--- config.mk ---
export PLATFORM = sky130hd
export DESIGN_NAME = bit32_1to3_demux
export DESIGN_NICKNAME = d
export VERILOG_FILES = /design/src/rtl/bit32_1to3_demux_pkg.sv /design/src/rtl/bit32_1to3_demux_slot.sv /design/src/rtl/bit32_1to3_demux.sv
export SDC_FILE = /design/constraint.sdc
export NUM_CORES = 1
export LEC_CHECK = 0
export ABC_CLOCK_PERIOD_IN_PS = 2400
export BUFFER_PORTS_ARGS = -buffer_cell sky130_fd_sc_hd__buf_2
export CORE_ASPECT_RATIO = 1.1
export CORE_MARGIN = 2
export CORE_UTILIZATION = 50
export DETAILED_ROUTE_END_ITERATION = 8
export GPL_ROUTABILITY_DRIVEN = 0
export PLACE_DENSITY_LB_ADDON = 0.15
export SLEW_MARGIN = 40
export SYNTH_ARGS = -nofsm -noshare
export SYNTH_HDL_FRONTEND = slang
export SYNTH_SLANG_ARGS = --single-unit
--- constraint.sdc ---
create_clock -name clk -period 2.4 [get_ports clk]
set_input_delay 0 -clock clk [delete_from_list [all_inputs] [get_ports clk]]
set_output_delay 0 -clock clk [all_outputs]
set_load 0.1 [all_outputs]
--- src/rtl/bit32_1to3_demux_pkg.sv ---
// ---------------------------------------------------------------------------
// bit32_1to3_demux_pkg
//   Shared definitions for the 1-to-3 stream demultiplexer:
//     - select encodings carried on IN_SEL
//     - default data width and error-counter width
//     - per-channel buffer state type
// ---------------------------------------------------------------------------
package bit32_1to3_demux_pkg;

    // Destination encodings carried on IN_SEL
    localparam logic [1:0] SEL_CH0 = 2'b00;
    localparam logic [1:0] SEL_CH1 = 2'b01;
    localparam logic [1:0] SEL_CH2 = 2'b10;
    localparam logic [1:0] SEL_BAD = 2'b11;

    // Default sizes
    localparam int unsigned DEF_WIDTH = 32;
    localparam int unsigned DEF_ERRW  = 8;

    // Single-entry channel buffer occupancy
    typedef enum logic {
        SLOT_EMPTY = 1'b0,
        SLOT_FULL  = 1'b1
    } slot_state_t;

endpackage : bit32_1to3_demux_pkg

--- src/rtl/bit32_1to3_demux_slot.sv ---
// ---------------------------------------------------------------------------
// demux_slot
//   Single-entry valid/ready output buffer for one demux channel.
//
//   Ports:
//     clk    in   clock, rising edge
//     rst_n  in   asynchronous active-low reset (clears state and data)
//     load   in   accept a beat into the buffer this cycle; the parent only
//                 asserts it when the buffer is empty or being drained
//     din    in   WIDTH  beat payload
//     ready  in   consumer takes the buffered beat this cycle
//     valid  out  buffer holds a beat
//     dout   out  WIDTH  buffered payload (holds last value when empty)
// ---------------------------------------------------------------------------
module demux_slot
    import bit32_1to3_demux_pkg::*;
#(
    parameter int unsigned WIDTH = DEF_WIDTH
) (
    input  logic             clk,
    input  logic             rst_n,
    input  logic             load,
    input  logic [WIDTH-1:0] din,
    input  logic             ready,
    output logic             valid,
    output logic [WIDTH-1:0] dout
);

    slot_state_t state, state_nxt;
    logic [WIDTH-1:0] data_q;

    // State register
    always_ff @(posedge clk or negedge rst_n) begin
        if (!rst_n) begin
            state <= SLOT_EMPTY;
        end else begin
            state <= state_nxt;
        end
    end

    // Next-state: a load always leaves the slot FULL (fill or drain+refill);
    // otherwise a taken beat empties it.
    always_comb begin
        state_nxt = state;
        unique case (state)
            SLOT_EMPTY: begin
                if (load) begin
                    state_nxt = SLOT_FULL;
                end
            end
            SLOT_FULL: begin
                if (load) begin
                    state_nxt = SLOT_FULL;
                end else if (ready) begin
                    state_nxt = SLOT_EMPTY;
                end
            end
            default: state_nxt = SLOT_EMPTY;
        endcase
    end

    // Payload register: only written on load, so it is stable while stalled
    always_ff @(posedge clk or negedge rst_n) begin
        if (!rst_n) begin
            data_q <= '0;
        end else if (load) begin
            data_q <= din;
        end
    end

    assign valid = (state == SLOT_FULL);
    assign dout  = data_q;

endmodule : demux_slot

--- src/rtl/bit32_1to3_demux.sv ---
// ---------------------------------------------------------------------------
// bit32_1to3_demux
//   Registered 1-to-3 stream demultiplexer. Each accepted input beat is
//   steered by IN_SEL into one of three single-entry output buffers; beats
//   with IN_SEL = 11 are accepted, dropped and counted in ERR_CNT.
//
//   Ports:
//     clk                  in   clock, rising edge
//     rst_n                in   asynchronous active-low reset
//     IN_VALID             in   input beat present
//     IN_READY             out  input beat accepted this cycle
//     IN_SEL               in   2     00->OUT0, 01->OUT1, 10->OUT2, 11 dropped
//     IN_DATA              in   WIDTH input payload
//     OUTn_VALID (n=0..2)  out  channel buffer holds a beat
//     OUTn_READY (n=0..2)  in   consumer takes the beat
//     OUTn_DATA  (n=0..2)  out  WIDTH channel buffer contents
//     ERR_CNT              out  ERRW  saturating count of dropped beats
// ---------------------------------------------------------------------------
module bit32_1to3_demux
    import bit32_1to3_demux_pkg::*;
#(
    parameter int unsigned WIDTH = DEF_WIDTH,
    parameter int unsigned ERRW  = DEF_ERRW
) (
    input  logic             clk,
    input  logic             rst_n,

    input  logic             IN_VALID,
    output logic             IN_READY,
    input  logic [1:0]       IN_SEL,
    input  logic [WIDTH-1:0] IN_DATA,

    output logic             OUT0_VALID,
    input  logic             OUT0_READY,
    output logic [WIDTH-1:0] OUT0_DATA,

    output logic             OUT1_VALID,
    input  logic             OUT1_READY,
    output logic [WIDTH-1:0] OUT1_DATA,

    output logic             OUT2_VALID,
    input  logic             OUT2_READY,
    output logic [WIDTH-1:0] OUT2_DATA,

    output logic [ERRW-1:0]  ERR_CNT
);

    logic       accept;
    logic [2:0] load;
    logic       bad_beat;
    logic [ERRW-1:0] err_q;

    // Ready depends only on the addressed channel, so a stalled channel
    // blocks only beats selecting it. Invalid selects are always sunk.
    always_comb begin
        IN_READY = 1'b1;
        case (IN_SEL)
            SEL_CH0: IN_READY = !OUT0_VALID || OUT0_READY;
            SEL_CH1: IN_READY = !OUT1_VALID || OUT1_READY;
            SEL_CH2: IN_READY = !OUT2_VALID || OUT2_READY;
            default: IN_READY = 1'b1;
        endcase
    end

    always_comb begin
        accept   = IN_VALID && IN_READY;
        load     = '0;
        load[0]  = accept && (IN_SEL == SEL_CH0);
        load[1]  = accept && (IN_SEL == SEL_CH1);
        load[2]  = accept && (IN_SEL == SEL_CH2);
        bad_beat = accept && (IN_SEL == SEL_BAD);
    end

    demux_slot #(.WIDTH(WIDTH)) u_slot0 (
        .clk   (clk),
        .rst_n (rst_n),
        .load  (load[0]),
        .din   (IN_DATA),
        .ready (OUT0_READY),
        .valid (OUT0_VALID),
        .dout  (OUT0_DATA)
    );

    demux_slot #(.WIDTH(WIDTH)) u_slot1 (
        .clk   (clk),
        .rst_n (rst_n),
        .load  (load[1]),
        .din   (IN_DATA),
        .ready (OUT1_READY),
        .valid (OUT1_VALID),
        .dout  (OUT1_DATA)
    );

    demux_slot #(.WIDTH(WIDTH)) u_slot2 (
        .clk   (clk),
        .rst_n (rst_n),
        .load  (load[2]),
        .din   (IN_DATA),
        .ready (OUT2_READY),
        .valid (OUT2_VALID),
        .dout  (OUT2_DATA)
    );

    // Saturating count of dropped invalid-select beats
    always_ff @(posedge clk or negedge rst_n) begin
        if (!rst_n) begin
            err_q <= '0;
        end else if (bad_beat && (err_q != '1)) begin
            err_q <= err_q + {{(ERRW-1){1'b0}}, 1'b1};
        end
    end

    assign ERR_CNT = err_q;

endmodule : bit32_1to3_demux

After elaboration in Yosys (flattened, before gate mapping)
Cells that the tools add are included.
{ "op_classes": {"muxes": 13, "bitwise": 3, "n_eq_ne": 4, "n_reduce_logical": 13, "addsub": 1} }
{ "op_table": {"columns": ["op", "count"], "rows": [
  ["1-bit 2-to-1 mux", 9],
  ["8-bit by 1-bit adder with 8-bit output (second input constant)", 1],
  ["8-bit inequality test (second input constant)", 1],
  ["1-bit logical AND", 6],
  ["1-bit case mux with 2 select lines", 3],
  ["2-bit == test (second input constant)", 2],
  ["1-bit zero test", 3],
  ["1-bit logical OR", 3],
  ["1-bit NOT", 3],
  ["1-bit case mux with 3 select lines", 1],
  ["2-bit by 1-bit == test with 1-bit output (second input constant)", 1],
  ["2-bit zero test", 1]
]} }
{ "totals": {"out_inout_bits": 108, "in_bits": 40, "register_bits": 107, "wordCells": 41} }

Depth between registers and ports, before layout
{ "logic_depth": {"ltp_word": 7, "depth_mapped": 5, "ltp_nobuf": 4} }

Cells and area by module
From an unflattened synthesis, not the netlist that was laid out.
{ "unflattened": {"hier_cells": 254, "hier_area_um2": 4595.7} }
{ "by_module_without_submodules": {"columns": ["module", "seq_area_each_um2", "cells_each", "n_inst", "area_each_um2"], "rows": [
  ["demux_slot", 825.8, 71, 3, 1377.6],
  ["bit32_1to3_demux", 200.2, 41, 1, 462.9]
]} }

Worst setup path after synthesis
OpenSTA, ideal clock, no wires.
{ "synth_timing": {"kind": "reg-to-output", "from": "register u_slot0.state (netlist: u_slot0.valid)", "to": "output IN_READY", "t_required_ns": 2.400, "arrival_ns": 3.195, "setup_slack_ns": -0.795, "path_stages_with_launch": 4, "n_path_buf": 0, "cell_sequence": "dfrtp_1 nand2b_1 mux2i_1 o21ai_0"} }
{ "synth_via": {"elab_chain_cells": 3} }
{ "synth_lines": {"columns": ["item", "line", "text"], "rows": [
  ["from (decl)", "bit32_1to3_demux_slot.sv:29", "slot_state_t state, state_nxt;"],
  ["from (signal assigned)", "bit32_1to3_demux_slot.sv:37", "state <= state_nxt;"],
  ["1-bit zero test", "bit32_1to3_demux.sv:58", "SEL_CH0: IN_READY = !OUT0_VALID || OUT0_READY;"],
  ["1-bit logical OR", "bit32_1to3_demux.sv:58", null],
  ["1-bit case mux with 3 select lines", "bit32_1to3_demux.sv:57", "case (IN_SEL)"],
  ["to (decl)", "bit32_1to3_demux.sv:29", "output logic IN_READY,"]
]} }
No other way between the ends.

Final worst setup path
{ "layout_timing": {"from": "register u_slot2.state (netlist: u_slot2.valid)", "to": "register u_slot2.data_q[28] (netlist: u_slot2.dout[28])"} }
{ "layout_via": {"elab_chain_cells": 5} }
{ "layout_lines": {"columns": ["item", "line", "text"], "rows": [
  ["from (decl)", "bit32_1to3_demux_slot.sv:29", null],
  ["from (signal assigned)", "bit32_1to3_demux_slot.sv:37", null],
  ["1-bit zero test", "bit32_1to3_demux.sv:60", "SEL_CH2: IN_READY = !OUT2_VALID || OUT2_READY;"],
  ["1-bit logical OR", "bit32_1to3_demux.sv:60", null],
  ["1-bit case mux with 3 select lines", "bit32_1to3_demux.sv:57", null],
  ["1-bit logical AND", "bit32_1to3_demux.sv:66", "accept = IN_VALID && IN_READY;"],
  ["1-bit logical AND", "bit32_1to3_demux.sv:70", "load[2] = accept && (IN_SEL == SEL_CH2);"],
  ["to (signal assigned)", "bit32_1to3_demux_slot.sv:67", "data_q <= din;"],
  ["to (decl)", "bit32_1to3_demux_slot.sv:30", "logic [WIDTH-1:0] data_q;"]
]} }
No other way between the ends.
A chain may end at the register's enable or synchronous reset.

==> metrics.cfg <==
[cells_and_area]
post_route_cells_drive_above_1_share_pct = 58.59
design_area_um2 = 5608
area_delta_synth_final_pct = 33.55
fill_cells = 615
fin_cells = 565
most-common-layout-cells = 146 x buf_2, 107 x dfrtp_1, 94 x mux2_2, 38 x dlygate4sd3_1, 9 x clkbuf_8
final_util_pct = 67.76
n_antenna_cell = 0
final_common_cell = buf_2
final_nets = 490

[place]
post_dp_cell_area_um2 = 5051
dp_hpwl_mm = 6.297
dpl_worst_slack_ns = 0.6459
io_buffers = 147
placed_cells = 511

[flow_run]
cap_violations = 0

[sta]
period_share_pct = 72.83
fin_crit_ns = 1.748
timing.final.ws_setup_ns = 0.6521
drv_slew = 0
setup_tns_ns = 0
rsz0062_at_grt = false
setup-violations-final = 0
hold_slack_ns = 0.02290
fmax_mhz = 572.1
hold_violations = 0
tightest_slew_ns = 0.6072
fin_worst_skew_ns = 0.01472
maxSlewHeadroom_pct = 59.52

[global_routing]
grt_pass1_wl_mm = 14.88
grt_pass1_vias = 2978
antenna_found_initial = 0
grt_overflow = 0
grtUsageTotal_pct = 20.83
grt_max_degree = 61

[floorplanning]
die_x_um = 91.38
design.core.area_um2 = 8277
num_io_pins = 148
fp.dieH_um = 100.1
die-area_um2 = 9148
start_util_pct = 50.73
rows = 35

[clock_network]
cts_root_buf = clkbuf_8
htree_levels = 3
numClockSinks = 107
clock_latency_ns = 0.36
clkSlewWorstSetupHoldPaths_ns = 0.09
cts_tree = built
cts_buffer_depth = 2
post_cts_resized = 0
cts_made_buffers = 9

[synth]
syn_avg_cell_area_um2 = 16.21
synthesis.area_um2 = 4199
synth_area_leaders = dfrtp_1 64%, mux2_2 25%, buf_6 2.7%
ys_ff_latch = 107
syn_nets = 300
ys_seq_area_share_pct = 63.77
synth_largest_area_cell = dfrtp_1
yosys_warnings = 0
synth_top_area_share_pct = 63.77
synthDistinctLibCells = 30
synth_cells = 259

[setup_path]
critPathCaptureType = register
path_class = reg -> reg
cp-start-kind = register
crit_fanout = 9
cp_data_arrival_time_ns = 1.99
cp_data_required_time_ns = 2.64

[pwr]
power_density_nw_per_um2 = 1340
leakage_nw = 2.660
ir_drop_mv = 0.8564
power_mw = 7.516

[worst_hold_path]
hold_class = in -> reg

[outcome]
status = finished clean

[detailed_routing]
wirelength_mm = 9.150
drc = 0
avgViaCountPerCell = 4.993
ant_nets = 0
drtPass1Iterations = 4
avgRoutedWirePerCell_um = 16.19
vias = 2821
drt-initial-drc-count = 90

## layout make-up
| type | count | area (µm²) | share of cell area (%) |
|---|---|---|---|
| Timing Repair Buffer | 191 | 1214 | 21.64 |
| Clock buffer | 10 | 127.6 | 2.276 |
| Tap cell | 111 | 138.9 | 2.477 |
| Sequential cell | 107 | 2678 | 47.75 |
| Clock inverter | 6 | 48.80 | 0.8701 |
| Inverter | 1 | 3.754 | 0.06693 |
| Multi-Input combinational cell | 139 | 1398 | 24.92 |
## cells in the mapped netlist
library cell	instances
o21ai_0	5
a21o_1	1
nand2b_1	3
buf_6	10
nor3b_1	1
buf_4	1
nand2_1	6
nor3_1	1
xnor2_1	2
nand4_1	1
mux2_1	4
or3_1	1
nand3_1	3
ha_1	1
clkbuf_1	1
dfrtp_1	107
a21oi_1	1
o21bai_1	1
nor3b_4	2
mux2i_1	3
nor4_1	2
and3_1	1
a2111oi_0	1
a211oi_1	1
mux2_2	94
a21boi_0	1
and4_1	1
xor2_1	1
nand2_2	1
inv_1	1
## registers in the layout, summed over array words and instances, names as in the netlist
register       count
u_slot2.dout      32
u_slot1.valid      1
ERR_CNT            8
u_slot0.valid      1
u_slot1.dout      32
u_slot2.valid      1
u_slot0.dout      32
## worst max-delay path: stages (launching register included)
cell and delay [ns]:
dfrtp_1 0.38, nand2b_1 0.11, nor3b_4 0.52, buf_4 0.28, mux2_2 0.35
## logic make-up after synthesis
logic type / Yosys count / share of synthesized area [%]
DFF: 107 / 63.77
adders and majority gates: 1 / 0.2979
muxes: 101 / 27.00
buffers and inverters: 13 / 3.039
xor gates and xnor gates: 3 / 0.6259
AOI/OAI and AO/OA: 11 / 1.639
and+or+nand+nor: 23 / 3.636
## routing by layer
| layer | share of wire (%) | track usage, % |
|---|---|---|
| met5 | 0 | 0 |
| met4 | 1.9 | 9.207 |
| met1 | 41 | 25.24 |
| met2 | 52 | 36.58 |
| met3 | 5.2 | 3.904 |
## power breakdown
group          leakage, nW  total (mW)  switching, mW  internal (mW)
clock               0.0848        1.01          0.624          0.389
combinational         1.30        4.07           3.41          0.663
sequential            1.27        2.43          0.233           2.19
total                 2.66        7.52           4.27           3.25
## final timing paths
path	from	to	slack [ns]	cells after the start
worst max register to register	u_slot2.valid	u_slot2.dout[28]	0.65	4
worst max-delay path	u_slot2.valid	u_slot2.dout[28]	0.65	4
max in group asynchronous	rst_n	u_slot1.dout[0]	1.49	3
worst min register to register	u_slot1.dout[1]	u_slot1.dout[1]	0.50	1
worst min-delay path	IN_SEL[1]	u_slot1.valid	0.02	2
min in group asynchronous	rst_n	ERR_CNT[0]	0.17	2
## timing repair
item                      in CTS  in global routing
hold buffers                  38                  0
buffers inserted               0                  0
hold endpoints to repair     147                  0
Note: power is estimated with default switching activity, not from simulation.
